==> config.mk <==
export PLATFORM = sky130hd
export DESIGN_NAME = vx_tma_smem_serializer_flat
export DESIGN_NICKNAME = d
export VERILOG_FILES = /design/src/rtl/vx_tma_smem_serializer_pkg.sv /design/src/rtl/vx_tma_smem_serializer_if.sv /design/src/rtl/vx_tma_smem_serializer_fifo.sv /design/src/rtl/vx_tma_smem_serializer.sv /design/src/flat_wrapper.sv
export SDC_FILE = /design/constraint.sdc
export NUM_CORES = 1
export LEC_CHECK = 0
export BUFFER_PORTS_ARGS = -buffer_cell sky130_fd_sc_hd__buf_2
export CAP_MARGIN = 40
export CELL_PAD_IN_SITES_DETAIL_PLACEMENT = 2
export CELL_PAD_IN_SITES_GLOBAL_PLACEMENT = 2
export CORE_MARGIN = 4
export CORE_UTILIZATION = 41
export CTS_CLUSTER_DIAMETER = 60
export DETAILED_ROUTE_END_ITERATION = 10
export PLACE_DENSITY = 0.77
export SLEW_MARGIN = 20
export SYNTH_ARGS = -nofsm -noshare
export SYNTH_HDL_FRONTEND = slang
export SYNTH_SLANG_ARGS = --single-unit
export TNS_END_PERCENT = 5
==> constraint.sdc <==
create_clock -name clk -period 4.1 [get_ports clk]
set_input_delay 0 -clock clk [delete_from_list [all_inputs] [get_ports clk]]
set_output_delay 0 -clock clk [all_outputs]
set_load 0.01 [all_outputs]
==> src/rtl/vx_tma_smem_serializer_pkg.sv <==
// Shared types and default widths for the TMA shared-memory request serializer.
package vx_tma_smem_serializer_pkg;

  localparam int LSU_WORD_SIZE   = 4;
  localparam int LMEM_TAG_WIDTH  = 8;
  localparam int MEM_ADDR_WIDTH  = 32;
  localparam int MEM_FLAGS_WIDTH = 4;
  localparam int LSU_ADDR_WIDTH  = MEM_ADDR_WIDTH - $clog2(LSU_WORD_SIZE);

  // One buffered shared-memory request at the default LSU word geometry.
  typedef struct packed {
    logic                         rw;
    logic [LSU_ADDR_WIDTH-1:0]    addr;
    logic [LSU_WORD_SIZE*8-1:0]   data;
    logic [LSU_WORD_SIZE-1:0]     byteen;
    logic [MEM_FLAGS_WIDTH-1:0]   flags;
    logic [LMEM_TAG_WIDTH-1:0]    tag;
  } tma_smem_req_t;

  typedef enum logic {
    IDLE     = 1'b0,
    WAIT_RSP = 1'b1
  } tma_ser_state_e;

endpackage

==> src/rtl/vx_tma_smem_serializer_if.sv <==
// Word-sized shared-memory bus: request channel plus read-response channel.
interface vx_tma_smem_serializer_if
  import vx_tma_smem_serializer_pkg::*;
#(
  parameter int DATA_SIZE   = LSU_WORD_SIZE,
  parameter int TAG_WIDTH   = LMEM_TAG_WIDTH,
  parameter int ADDR_WIDTH  = LSU_ADDR_WIDTH,
  parameter int FLAGS_WIDTH = MEM_FLAGS_WIDTH
) ();

  logic                     req_valid;
  logic                     req_rw;
  logic [ADDR_WIDTH-1:0]    req_addr;
  logic [DATA_SIZE*8-1:0]   req_data;
  logic [DATA_SIZE-1:0]     req_byteen;
  logic [FLAGS_WIDTH-1:0]   req_flags;
  logic [TAG_WIDTH-1:0]     req_tag;
  logic                     req_ready;

  logic                     rsp_valid;
  logic [DATA_SIZE*8-1:0]   rsp_data;
  logic [TAG_WIDTH-1:0]     rsp_tag;
  logic                     rsp_ready;

  modport master (
    output req_valid, req_rw, req_addr, req_data, req_byteen, req_flags, req_tag,
    input  req_ready,
    input  rsp_valid, rsp_data, rsp_tag,
    output rsp_ready
  );

  modport slave (
    input  req_valid, req_rw, req_addr, req_data, req_byteen, req_flags, req_tag,
    output req_ready,
    output rsp_valid, rsp_data, rsp_tag,
    input  rsp_ready
  );

endinterface

==> src/rtl/vx_tma_smem_serializer_fifo.sv <==
// In-order request queue; the head is read straight from storage registers.
module vx_tma_smem_serializer_fifo #(
  parameter int DATAW = 8,
  parameter int DEPTH = 4
) (
  input  logic             clk,
  input  logic             reset_n,
  input  logic             push,
  input  logic             pop,
  input  logic [DATAW-1:0] data_in,
  output logic [DATAW-1:0] data_out,
  output logic             empty,
  output logic             full
);

  localparam int AW = $clog2(DEPTH);

  logic [DATAW-1:0] mem [DEPTH];
  logic [AW-1:0]    wr_ptr_r, rd_ptr_r;
  logic [AW:0]      count_r;
  logic             do_push, do_pop;

  assign do_push  = push & ~full;
  assign do_pop   = pop & ~empty;
  assign empty    = (count_r == '0);
  assign full     = (count_r == (AW+1)'(DEPTH));
  assign data_out = mem[rd_ptr_r];

  // Storage write.
  // NOTE: the storage array is not reset; count_r alone decides which entries are live.
  always_ff @(posedge clk) begin
    if (do_push) mem[wr_ptr_r] <= data_in;
  end

  // Pointers wrap naturally because DEPTH is a power of two.
  // NOTE: state registers use non-blocking assignments so every flop samples pre-edge values.
  always_ff @(posedge clk) begin
    if (!reset_n) begin
      wr_ptr_r <= '0;
      rd_ptr_r <= '0;
      count_r  <= '0;
    end else begin
      if (do_push) wr_ptr_r <= wr_ptr_r + AW'(1);
      if (do_pop)  rd_ptr_r <= rd_ptr_r + AW'(1);
      case ({do_push, do_pop})
        2'b10:   count_r <= count_r + (AW+1)'(1);
        2'b01:   count_r <= count_r - (AW+1)'(1);
        default: count_r <= count_r;
      endcase
    end
  end

endmodule

==> src/rtl/vx_tma_smem_serializer.sv <==
// Buffers TMA shared-memory requests and issues them downstream with at most one read in flight.
module vx_tma_smem_serializer
  import vx_tma_smem_serializer_pkg::*;
#(
  parameter int DATA_SIZE   = LSU_WORD_SIZE,
  parameter int TAG_WIDTH   = LMEM_TAG_WIDTH,
  parameter int ADDR_WIDTH  = MEM_ADDR_WIDTH - $clog2(DATA_SIZE),
  parameter int FLAGS_WIDTH = MEM_FLAGS_WIDTH,
  parameter int REQ_DEPTH   = 4
) (
  input  logic clk,
  input  logic reset_n,
  vx_tma_smem_serializer_if.slave  src_bus_if,
  vx_tma_smem_serializer_if.master dst_bus_if,
  output logic busy
);

  typedef struct packed {
    logic                   rw;
    logic [ADDR_WIDTH-1:0]  addr;
    logic [DATA_SIZE*8-1:0] data;
    logic [DATA_SIZE-1:0]   byteen;
    logic [FLAGS_WIDTH-1:0] flags;
    logic [TAG_WIDTH-1:0]   tag;
  } req_t;

  req_t                   fifo_din, fifo_head;
  logic                   fifo_empty, fifo_full, fifo_pop, src_req_fire;
  tma_ser_state_e         state_r, state_n;
  logic [TAG_WIDTH-1:0]   out_tag_r;
  logic                   rsp_valid_r;
  logic [DATA_SIZE*8-1:0] rsp_data_r;
  logic [TAG_WIDTH-1:0]   rsp_tag_r;
  logic                   dst_rsp_fire, src_rsp_fire;

  // Upstream request side: accept whenever a slot is free, never while held in reset.
  assign src_bus_if.req_ready = reset_n & ~fifo_full;
  assign src_req_fire         = src_bus_if.req_valid & src_bus_if.req_ready;
  assign fifo_din = '{rw:     src_bus_if.req_rw,
                      addr:   src_bus_if.req_addr,
                      data:   src_bus_if.req_data,
                      byteen: src_bus_if.req_byteen,
                      flags:  src_bus_if.req_flags,
                      tag:    src_bus_if.req_tag};

  vx_tma_smem_serializer_fifo #(
    .DATAW ($bits(req_t)),
    .DEPTH (REQ_DEPTH)
  ) req_fifo (
    .clk      (clk),
    .reset_n  (reset_n),
    .push     (src_req_fire),
    .pop      (fifo_pop),
    .data_in  (fifo_din),
    .data_out (fifo_head),
    .empty    (fifo_empty),
    .full     (fifo_full)
  );

  assign dst_bus_if.req_rw     = fifo_head.rw;
  assign dst_bus_if.req_addr   = fifo_head.addr;
  assign dst_bus_if.req_data   = fifo_head.data;
  assign dst_bus_if.req_byteen = fifo_head.byteen;
  assign dst_bus_if.req_flags  = fifo_head.flags;
  assign dst_bus_if.req_tag    = fifo_head.tag;

  assign dst_rsp_fire = dst_bus_if.rsp_valid & dst_bus_if.rsp_ready;
  assign src_rsp_fire = rsp_valid_r & src_bus_if.rsp_ready;

  // Serializer state register.
  always_ff @(posedge clk) begin
    if (!reset_n) state_r <= IDLE;
    else          state_r <= state_n;
  end

  // Issue the FIFO head in IDLE; after a read issues, hold everything until its response fires.
  // NOTE: every output of this block gets a default first so no latch can be inferred.
  always_comb begin
    state_n              = state_r;
    fifo_pop             = 1'b0;
    dst_bus_if.req_valid = 1'b0;
    case (state_r)
      IDLE: begin
        dst_bus_if.req_valid = ~fifo_empty;
        if (~fifo_empty && dst_bus_if.req_ready) begin
          fifo_pop = 1'b1;
          if (!fifo_head.rw) state_n = WAIT_RSP;
        end
      end
      WAIT_RSP: begin
        if (dst_rsp_fire) state_n = IDLE;
      end
      default: state_n = IDLE;
    endcase
  end

  // Remember the tag of the read in flight for response checking.
  always_ff @(posedge clk) begin
    if (!reset_n)                         out_tag_r <= '0;
    else if (fifo_pop && !fifo_head.rw)   out_tag_r <= fifo_head.tag;
  end

  // One-entry response register; a new load wins over a concurrent drain.
  always_ff @(posedge clk) begin
    if (!reset_n) begin
      rsp_valid_r <= 1'b0;
      rsp_data_r  <= '0;
      rsp_tag_r   <= '0;
    end else if (dst_rsp_fire) begin
      rsp_valid_r <= 1'b1;
      rsp_data_r  <= dst_bus_if.rsp_data;
      rsp_tag_r   <= dst_bus_if.rsp_tag;
    end else if (src_rsp_fire) begin
      rsp_valid_r <= 1'b0;
    end
  end

  assign dst_bus_if.rsp_ready = ~rsp_valid_r | src_bus_if.rsp_ready;
  assign src_bus_if.rsp_valid = rsp_valid_r;
  assign src_bus_if.rsp_data  = rsp_data_r;
  assign src_bus_if.rsp_tag   = rsp_tag_r;

  assign busy = ~fifo_empty | (state_r == WAIT_RSP) | rsp_valid_r;

  // Downstream responses are legal only for the read in flight, and must carry its tag.
  always_ff @(posedge clk) begin
    if (reset_n && dst_bus_if.rsp_valid) begin
      assert (state_r == WAIT_RSP);
      assert (dst_bus_if.rsp_tag == out_tag_r);
    end
  end

endmodule

==> src/flat_wrapper.sv <==
// flat-port wrapper written by rule: the top's interface ports become plain ports
module vx_tma_smem_serializer_flat import vx_tma_smem_serializer_pkg::*;
#(
  parameter int DATA_SIZE   = LSU_WORD_SIZE,
  parameter int TAG_WIDTH   = LMEM_TAG_WIDTH,
  parameter int ADDR_WIDTH  = MEM_ADDR_WIDTH - $clog2(DATA_SIZE),
  parameter int FLAGS_WIDTH = MEM_FLAGS_WIDTH,
  parameter int REQ_DEPTH   = 4
)
  (clk, reset_n, busy, src_bus_if_req_valid, src_bus_if_req_rw, src_bus_if_req_addr, src_bus_if_req_data, src_bus_if_req_byteen, src_bus_if_req_flags, src_bus_if_req_tag, src_bus_if_req_ready, src_bus_if_rsp_valid, src_bus_if_rsp_data, src_bus_if_rsp_tag, src_bus_if_rsp_ready, dst_bus_if_req_valid, dst_bus_if_req_rw, dst_bus_if_req_addr, dst_bus_if_req_data, dst_bus_if_req_byteen, dst_bus_if_req_flags, dst_bus_if_req_tag, dst_bus_if_req_ready, dst_bus_if_rsp_valid, dst_bus_if_rsp_data, dst_bus_if_rsp_tag, dst_bus_if_rsp_ready);
  vx_tma_smem_serializer_if #(.DATA_SIZE(DATA_SIZE), .TAG_WIDTH(TAG_WIDTH), .ADDR_WIDTH(ADDR_WIDTH), .FLAGS_WIDTH(FLAGS_WIDTH)) src_bus_if_i ();
  vx_tma_smem_serializer_if #(.DATA_SIZE(DATA_SIZE), .TAG_WIDTH(TAG_WIDTH), .ADDR_WIDTH(ADDR_WIDTH), .FLAGS_WIDTH(FLAGS_WIDTH)) dst_bus_if_i ();
  input  logic clk;
  input  logic reset_n;
  output logic busy;
  input wire logic [$bits(src_bus_if_i.req_valid)-1:0] src_bus_if_req_valid;
  input wire logic [$bits(src_bus_if_i.req_rw)-1:0] src_bus_if_req_rw;
  input wire logic [$bits(src_bus_if_i.req_addr)-1:0] src_bus_if_req_addr;
  input wire logic [$bits(src_bus_if_i.req_data)-1:0] src_bus_if_req_data;
  input wire logic [$bits(src_bus_if_i.req_byteen)-1:0] src_bus_if_req_byteen;
  input wire logic [$bits(src_bus_if_i.req_flags)-1:0] src_bus_if_req_flags;
  input wire logic [$bits(src_bus_if_i.req_tag)-1:0] src_bus_if_req_tag;
  output wire logic [$bits(src_bus_if_i.req_ready)-1:0] src_bus_if_req_ready;
  output wire logic [$bits(src_bus_if_i.rsp_valid)-1:0] src_bus_if_rsp_valid;
  output wire logic [$bits(src_bus_if_i.rsp_data)-1:0] src_bus_if_rsp_data;
  output wire logic [$bits(src_bus_if_i.rsp_tag)-1:0] src_bus_if_rsp_tag;
  input wire logic [$bits(src_bus_if_i.rsp_ready)-1:0] src_bus_if_rsp_ready;
  output wire logic [$bits(dst_bus_if_i.req_valid)-1:0] dst_bus_if_req_valid;
  output wire logic [$bits(dst_bus_if_i.req_rw)-1:0] dst_bus_if_req_rw;
  output wire logic [$bits(dst_bus_if_i.req_addr)-1:0] dst_bus_if_req_addr;
  output wire logic [$bits(dst_bus_if_i.req_data)-1:0] dst_bus_if_req_data;
  output wire logic [$bits(dst_bus_if_i.req_byteen)-1:0] dst_bus_if_req_byteen;
  output wire logic [$bits(dst_bus_if_i.req_flags)-1:0] dst_bus_if_req_flags;
  output wire logic [$bits(dst_bus_if_i.req_tag)-1:0] dst_bus_if_req_tag;
  input wire logic [$bits(dst_bus_if_i.req_ready)-1:0] dst_bus_if_req_ready;
  input wire logic [$bits(dst_bus_if_i.rsp_valid)-1:0] dst_bus_if_rsp_valid;
  input wire logic [$bits(dst_bus_if_i.rsp_data)-1:0] dst_bus_if_rsp_data;
  input wire logic [$bits(dst_bus_if_i.rsp_tag)-1:0] dst_bus_if_rsp_tag;
  output wire logic [$bits(dst_bus_if_i.rsp_ready)-1:0] dst_bus_if_rsp_ready;
  assign src_bus_if_i.req_valid = src_bus_if_req_valid;
  assign src_bus_if_i.req_rw = src_bus_if_req_rw;
  assign src_bus_if_i.req_addr = src_bus_if_req_addr;
  assign src_bus_if_i.req_data = src_bus_if_req_data;
  assign src_bus_if_i.req_byteen = src_bus_if_req_byteen;
  assign src_bus_if_i.req_flags = src_bus_if_req_flags;
  assign src_bus_if_i.req_tag = src_bus_if_req_tag;
  assign src_bus_if_req_ready = src_bus_if_i.req_ready;
  assign src_bus_if_rsp_valid = src_bus_if_i.rsp_valid;
  assign src_bus_if_rsp_data = src_bus_if_i.rsp_data;
  assign src_bus_if_rsp_tag = src_bus_if_i.rsp_tag;
  assign src_bus_if_i.rsp_ready = src_bus_if_rsp_ready;
  assign dst_bus_if_req_valid = dst_bus_if_i.req_valid;
  assign dst_bus_if_req_rw = dst_bus_if_i.req_rw;
  assign dst_bus_if_req_addr = dst_bus_if_i.req_addr;
  assign dst_bus_if_req_data = dst_bus_if_i.req_data;
  assign dst_bus_if_req_byteen = dst_bus_if_i.req_byteen;
  assign dst_bus_if_req_flags = dst_bus_if_i.req_flags;
  assign dst_bus_if_req_tag = dst_bus_if_i.req_tag;
  assign dst_bus_if_i.req_ready = dst_bus_if_req_ready;
  assign dst_bus_if_i.rsp_valid = dst_bus_if_rsp_valid;
  assign dst_bus_if_i.rsp_data = dst_bus_if_rsp_data;
  assign dst_bus_if_i.rsp_tag = dst_bus_if_rsp_tag;
  assign dst_bus_if_rsp_ready = dst_bus_if_i.rsp_ready;
  vx_tma_smem_serializer #(.DATA_SIZE(DATA_SIZE), .TAG_WIDTH(TAG_WIDTH), .ADDR_WIDTH(ADDR_WIDTH), .FLAGS_WIDTH(FLAGS_WIDTH), .REQ_DEPTH(REQ_DEPTH)) u_core (.clk(clk), .reset_n(reset_n), .src_bus_if(src_bus_if_i), .dst_bus_if(dst_bus_if_i), .busy(busy));
endmodule
==> results.toml, run 1 <==
[synth]
syn_nets = 793
ys_warn_count = 0
avgSynthCellArea_um2 = 20.3
synth-seq-cells = 367
synth_area_mm2 = 0.0134
ys_seq_area_frac = 0.784
synthDistinctLibCells = 26
synth_cells = 662

[final_layout]
drive_gt1_frac = 0.376
seq_area_mm2 = 0.0105
multi_input_area_mm2 = 0.00270
post-route-util = 0.557
nets = 1183
nFillCells = 2816
area_growth_pct = 32.5

[critical_path]
cp.arrival_ns = 2.53
timing.reg2reg.setup_slack_ns = 1.78
required_ns = 4.10
startpoint_type = "flip-flop"
endpoint_kind = "output port"
worstReg2RegEnd = "u_core.req_fifo.mem[1][21]"
r2r_cells = 5
r2r_start = "u_core.req_fifo.count_r[0]"
worstSetupPathType = "reg -> out"
path_max_fanout = 37

[power_and_ir_drop]
leakagePower_nw = 6.27
power_mw = 9.85
ir_drop_mv = 0.254
cellPowerDensity_mw_per_mm2 = 554

[sta]
max_slew_margin = 0.485
setup_viol = 0
fin_crit_sh = 0.617
drv_slew = 0
setup_tns_ns = 0
hold_viol = 0
rsz0062_at_grt = "false"
fmax_mhz = 395
period_needed_ns = 2.53
worst_pin_slew_ns = 0.772
fin_skew_ns = 0.0164

[clock_network]
cts.sinks = 367
cts_htree_levels = 2
cts.path.max_buffers = 3
worstSkewPairLatency_ns = 0.53
clkSlewWorstSetupHoldPaths_ns = 0.06
cts_buffers = 41
cts_root_buffer = "clkbuf_16"
cts_tree = "yes"
cts.repair.resized = 0

[drt]
drtPass1Iterations = 6
drt-vias-per-instance = 5.37
drtIter0Drc = 559
wl_per_cell_um = 28.9
postRouteWirelength_um = 44000
ant_nets = 0
drc = 0
routed-via-count = 8160

[floorplanning]
num_io_pins = 249
core_area_mm2 = 0.0319
rows = 65
die-width_um = 189
die-area_mm2 = 0.0357
die_h_um = 189
initial_core_util = 0.421

[placement]
port_buffers = 248
hpwl_um = 24700
gp_congestion = 0.748

[run]
cap_violations = 0

[worst_hold_path]
min_from = "dst_bus_if_rsp_valid"
hold_class = "in -> reg"
hold_end = "u_core.src_bus_if.rsp_data[15]"
holdPathStages = 4

[global_routing]
grt_pass1_wl_um = 64900
overflow = 0
grt_pass1_vias = 9450
grt_antenna_before_repair = 5
grt_max_degree = 80
grt_usage = 0.245

[status]
status = "completed"
[flip-flops by register name, summed over array words and instances, names as in the netlist, named ones only]
name / flops
u_core.req_fifo.count_r: 3
u_core.req_fifo.mem: 316
u_core.req_fifo.rd_ptr_r: 2
u_core.req_fifo.wr_ptr_r: 2
u_core.src_bus_if.rsp_data: 32
u_core.src_bus_if.rsp_tag: 8
u_core.src_bus_if.rsp_valid: 1
u_core.state_r: 1
[logic make-up after synthesis]
| family | count (synthesis) | share of synthesized area |
|---|---|---|
| compound gates | 91 | 0.0341 |
| xor+xnor | 2 | 0.00131 |
| simple gates | 63 | 0.0236 |
| mux | 82 | 0.135 |
| buf+inv | 51 | 0.0161 |
| flops | 367 | 0.784 |
| fa+ha+maj | 6 | 0.00616 |
[layer usage]
metal,GRT usage,share of wire,routed length (µm),vias to the layer above
met5,0,0.00030,13,-
met4,0.0521,0.018,774,2
met3,0.0653,0.078,3420,50
met2,0.447,0.53,23200,404
met1,0.295,0.38,16600,4230
li1,-,-,-,3474
[per-stage QoR]
stage	cells	hold slack, ns	setup WS [ns]	area [µm²]
CTS	1517	0.0594	1.47	17800
floorplan	662	0.0989	0.724	13400
global route	1520	0.118	1.41	17800
detailed placement	1320	0.224	1.79	15200
global placement	1318	0.216	1.91	15200
finish	1520	0.111	1.57	17800
[final cells by class]
cell class,count,share of cell area
clock inverter,18,0.00845
timing repair buffer,387,0.150
clock buffer,56,0.0644
multi-input combinational,244,0.152
antenna,2,0.000282
sequential,367,0.592
inverter,11,0.00232
tap,435,0.0306
[how the worst max path moves through the flow]
stage	slack [ns]	cells after the start	end	start
after floorplan	0.72	3	u_core.req_fifo.mem[1][0]	u_core.req_fifo.count_r[0]
after global placement	1.91	5	u_core.req_fifo.mem[1][78]	u_core.req_fifo.count_r[0]
after detailed placement	1.79	8	u_core.req_fifo.count_r[2]	u_core.req_fifo.count_r[0]
after CTS	1.47	4	dst_bus_if_req_tag[2]	flip-flop
after global routing	1.41	4	dst_bus_if_req_addr[13]	flip-flop
final	1.57	4	dst_bus_if_req_addr[18]	flip-flop
[cells in the mapped netlist]
master / count / area [µm²]
a211oi_1: 1 / 7.51
a21oi_1: 47 / 235
and2_1: 4 / 25.0
buf_1: 6 / 22.5
buf_2: 8 / 40.0
buf_4: 2 / 15.0
buf_6: 1 / 11.3
clkbuf_1: 23 / 86.3
clkinv_1: 1 / 3.75
dfxtp_1: 51 / 1020
edfxtp_1: 316 / 9490
fa_1: 1 / 20.0
ha_1: 5 / 62.6
inv_1: 10 / 37.5
mux2i_1: 3 / 30.0
mux4_2: 79 / 1780
nand2_1: 4 / 15.0
nand2b_1: 2 / 12.5
nand3_1: 40 / 200
nor2_1: 7 / 26.3
nor2b_1: 1 / 6.26
nor3_1: 1 / 5.00
nor3b_1: 1 / 7.51
o21ai_0: 43 / 215
or3_1: 3 / 18.8
xor2_1: 2 / 17.5
[worst max-delay path: stages (launching register included)]
cell	delay [ns]
dfxtp_4	0.59
buf_12	0.28
buf_12	0.33
mux4_2	0.60
buf_2	0.18
[timing repair]
item	in CTS	in global routing
endpoints found under the hold margin	361	0
hold buffers	123	0
buffers inserted	0	0
[report_power, final]
part | switching, mW | total (mW) | internal (mW) | leakage (nW)
Clock | 1.52 | 3.61 | 2.09 | 0.627
Combinational | 0.961 | 1.80 | 0.838 | 2.35
Sequential | 0.145 | 4.45 | 4.30 | 3.29
[layout by cell type, fill, tap and decap left out, types with 2 or more instances in the layout]
| cell type | instances |
|---|---|
| a21oi_1 | 47 |
| and2_4 | 4 |
| buf_12 | 5 |
| buf_2 | 248 |
| buf_4 | 9 |
| bufinv_16 | 2 |
| clkbuf_1 | 11 |
| clkbuf_16 | 43 |
| clkbuf_8 | 2 |
| clkinv_1 | 8 |
| clkinv_2 | 4 |
| clkinvlp_4 | 2 |
| dfxtp_1 | 49 |
| dfxtp_4 | 2 |
| diode_2 | 2 |
| dlygate4sd3_1 | 123 |
| edfxtp_1 | 316 |
| ha_1 | 5 |
| inv_1 | 9 |
| mux2i_1 | 3 |
| mux4_2 | 79 |
| nand2_1 | 4 |
| nand2b_1 | 2 |
| nand3_1 | 40 |
| nor2_1 | 7 |
| o21ai_0 | 43 |
| or3_1 | 3 |
| xor2_1 | 2 |
No activity file was read; power rests on OpenSTA's default activity.
==> inputs of run 2 (changes only) <==
--- a/config.mk
+++ b/config.mk
@@ -5,15 +5,16 @@
 export SDC_FILE = /design/constraint.sdc
 export NUM_CORES = 1
 export LEC_CHECK = 0
+export ABC_AREA = 1
 export BUFFER_PORTS_ARGS = -buffer_cell sky130_fd_sc_hd__buf_2
 export CAP_MARGIN = 40
 export CELL_PAD_IN_SITES_DETAIL_PLACEMENT = 2
 export CELL_PAD_IN_SITES_GLOBAL_PLACEMENT = 2
 export CORE_MARGIN = 4
-export CORE_UTILIZATION = 41
+export CORE_UTILIZATION = 34
 export CTS_CLUSTER_DIAMETER = 60
 export DETAILED_ROUTE_END_ITERATION = 10
-export PLACE_DENSITY = 0.77
+export PLACE_DENSITY = 0.74
 export SLEW_MARGIN = 20
 export SYNTH_ARGS = -nofsm -noshare
 export SYNTH_HDL_FRONTEND = slang
==> constraint.sdc (replaced) <==
create_clock -name clk -period 2.3 [get_ports clk]
set_input_delay 0 -clock clk [delete_from_list [all_inputs] [get_ports clk]]
set_output_delay 0 -clock clk [all_outputs]
set_load 0.01 [all_outputs]
==> run 2 against run 1 <==
Against the previous run:
- clock power increased by 84%
- total power increased by 90%
- die area increased by 21%
- setup slack got worse by 1.4 ns
- clock skew decreased by 0.0022 ns
- final cell count increased by 28%
- critical path type unchanged
- critical endpoint unchanged
- largest cell class unchanged
- largest power group unchanged
==> results.toml, run 2 <==
[floorplanning]
rows = 72
die-width_um = 208
initial_core_util = 0.347
die_h_um = 208
num_io_pins = 249
die-area_mm2 = 0.0432
core_area_mm2 = 0.0391

[synth]
synth-edff-count = 316
synthDominantCellAreaShare = 0.699
ys_warn_count = 0
synth-seq-cells = 367
synth_common_cells = "edfxtp_1, nor2_1, o21ai_0"
yosysTopAreaCell = "edfxtp_1"
synth_ff_type = "edfxtp_1"
syn_nets = 1148
avgSynthCellArea_um2 = 13.3
synth-async-reset-ratio = 0
synth_cells = 1017
synthTopCellsByArea = "edfxtp_1, dfxtp_1, o21ai_0"
synth_area_mm2 = 0.0136
synthDistinctLibCells = 21
ys_seq_area_frac = 0.774
synth.most_common_cell = "edfxtp_1"

[clock_network]
clkSlewWorstSetupHoldPaths_ns = 0.05
cts_buffers = 44
cts_htree_levels = 2
cts_root_buffer = "clkbuf_16"
cts_tree = "yes"
postCtsSetupRepairBufs = 0
cts.sinks = 367
worstSkewPairLatency_ns = 0.56
cts.path.max_buffers = 3

[critical_path]
critPathMaxStageDelay_ns = 0.39
required_ns = 2.30
endpoint_kind = "output port"
critical_path_buf_inv_count = 2
path_max_fanout = 124
worstSetupPathType = "reg -> out"
cp_top_family = "buffers and inverters"
startpoint_type = "flip-flop"
crit_path_cell_trace = "buf_16, o21ai_0, o22ai_1, buf_2"
cp.arrival_ns = 2.18
critPathSlowestCell = "dfxtp_4"

[final_layout]
nets = 1528
final_common_cell = "edfxtp_1"
post-route-util = 0.466
largest_reg_flops = 316
layout_common_cells = "edfxtp_1, buf_2, nor2_1, o21ai_0, dlygate4sd3_1"
final_area_mm2 = 0.0182
area_growth_pct = 34.1
nFillCells = 3877
largest-register = "u_core.req_fifo.mem"
seq_area_mm2 = 0.0105
drive_gt1_frac = 0.240
multi_input_area_mm2 = 0.00272

[power_and_ir_drop]
power.switching_mw = 5.74
pwr-share-clk = 0.355
ir_drop_mv = 0.507
p_comb_frac = 0.231
cellPowerDensity_mw_per_mm2 = 1030
p_int_mw = 12.9
leakagePower_nw = 6.75
power_mw = 18.7
swShare = 0.307
p_seq_frac = 0.414

[status]
status = "completed"

[global_routing]
overflow = 0
top_usage_layer = "met2"
grt_pass1_wl_um = 69000
use_met1 = 0.241
grt_antenna_before_repair = 2
grt_pass1_vias = 11300
grt_util_met2 = 0.371
grt_max_degree = 125
grt_usage = 0.205
use_met3 = 0.0561

[sta]
drv_slew = 0
setup_tns_ns = 0
worst_pin_slew_ns = 0.574
max_slew_margin = 0.617
fin_skew_ns = 0.0142
hold_viol = 0
period_needed_ns = 2.18
fin_crit_sh = 0.946
hold_ws_ns = 0.0967
fmax_mhz = 460
setup_viol = 0

[drt]
drc = 0
ant_nets = 0
drt-vias-per-instance = 5.07
postRouteWirelength_um = 45400
drtPass1Iterations = 4
wl_per_cell_um = 23.3
routed-via-count = 9893
drtIter0Drc = 483

[placement]
port_buffers = 248
gp_congestion = 0.703
placed_cell_area_mm2 = 0.0155
hpwl_um = 25500

[worst_hold_path]
hold_class = "in -> reg"

[run]
cap_violations = 0
run 2: cell type report:
| cell class | count | share of cell area |
|---|---|---|
| Antenna cell | 1 | 0.000137 |
| Clock buffer | 54 | 0.0649 |
| Clock inverter | 27 | 0.0109 |
| Inverter | 20 | 0.00440 |
| Multi-Input combinational cell | 567 | 0.149 |
| Sequential cell | 367 | 0.578 |
| Tap cell | 518 | 0.0356 |
| Timing Repair Buffer | 397 | 0.157 |
run 2: metal layers:
metal / up-vias / wire [µm]
met5: - / 13
met4: 2 / 840
met3: 64 / 2780
met2: 278 / 23600
met1: 5068 / 18200
li1: 4481 / -
run 2: through the flow:
step	setup WS [ns]	instances
3_5_place_dp	0.258	1740
2_1_floorplan	0.0112	1017
3_3_place_gp	0.347	1740
4_1_cts	0.0733	1950
5_1_grt	-0.0105	1950
6_report	0.124	1951
run 2: final timing paths:
check	slack (ns)	depth (start not counted)	start	endpoint
setup / recovery	0.12	4	flip-flop	dst_bus_if_req_addr[18]
hold / removal	0.1	4	dst_bus_if_rsp_valid	u_core.src_bus_if.rsp_data[11]
setup reg to reg	0.14	7	flip-flop	u_core.state_r
hold reg to reg	0.48	2	u_core.src_bus_if.rsp_data[27]	u_core.src_bus_if.rsp_data[27]
run 2: kinds of logic after synthesis:
family	after synthesis	synth area share
compound gates	287	0.113
simple gates	273	0.0764
flops	367	0.774
xor+xnor	1	0.000645
buf+inv	83	0.0295
fa+ha+maj	6	0.00608
run 2: timing repair:
| item | CTS | global route |
|---|---|---|
| hold endpoints to repair | 368 | 0 |
| pin swaps | 0 | 0 |
| endpoints found under the setup margin | 1 | 2 |
| gates resized for setup | 1 | 2 |
| hold buffers | 129 | 0 |
run 2: worst reg2reg max path: cells and delay by family (launching register included):
kind                   cells  cell delay [ns]
AOI/OAI and AO/OA          1             0.05
buffers and inverters      2             0.92
DFF                        1             0.39
and+or+nand+nor            4             0.69
run 2: power by group through the flow:
stage / Sequential [mW] / Clock, mW / Combinational (mW)
6_report: 7.74 / 6.63 / 4.31
5_1_grt: 7.76 / 7.12 / 4.74
4_1_cts: 7.73 / 6.81 / 4.32
3_5_place_dp: 7.86 / 0 / 4.09
3_3_place_gp: 7.83 / 0 / 3.92
2_1_floorplan: 7.85 / 0 / 2.26
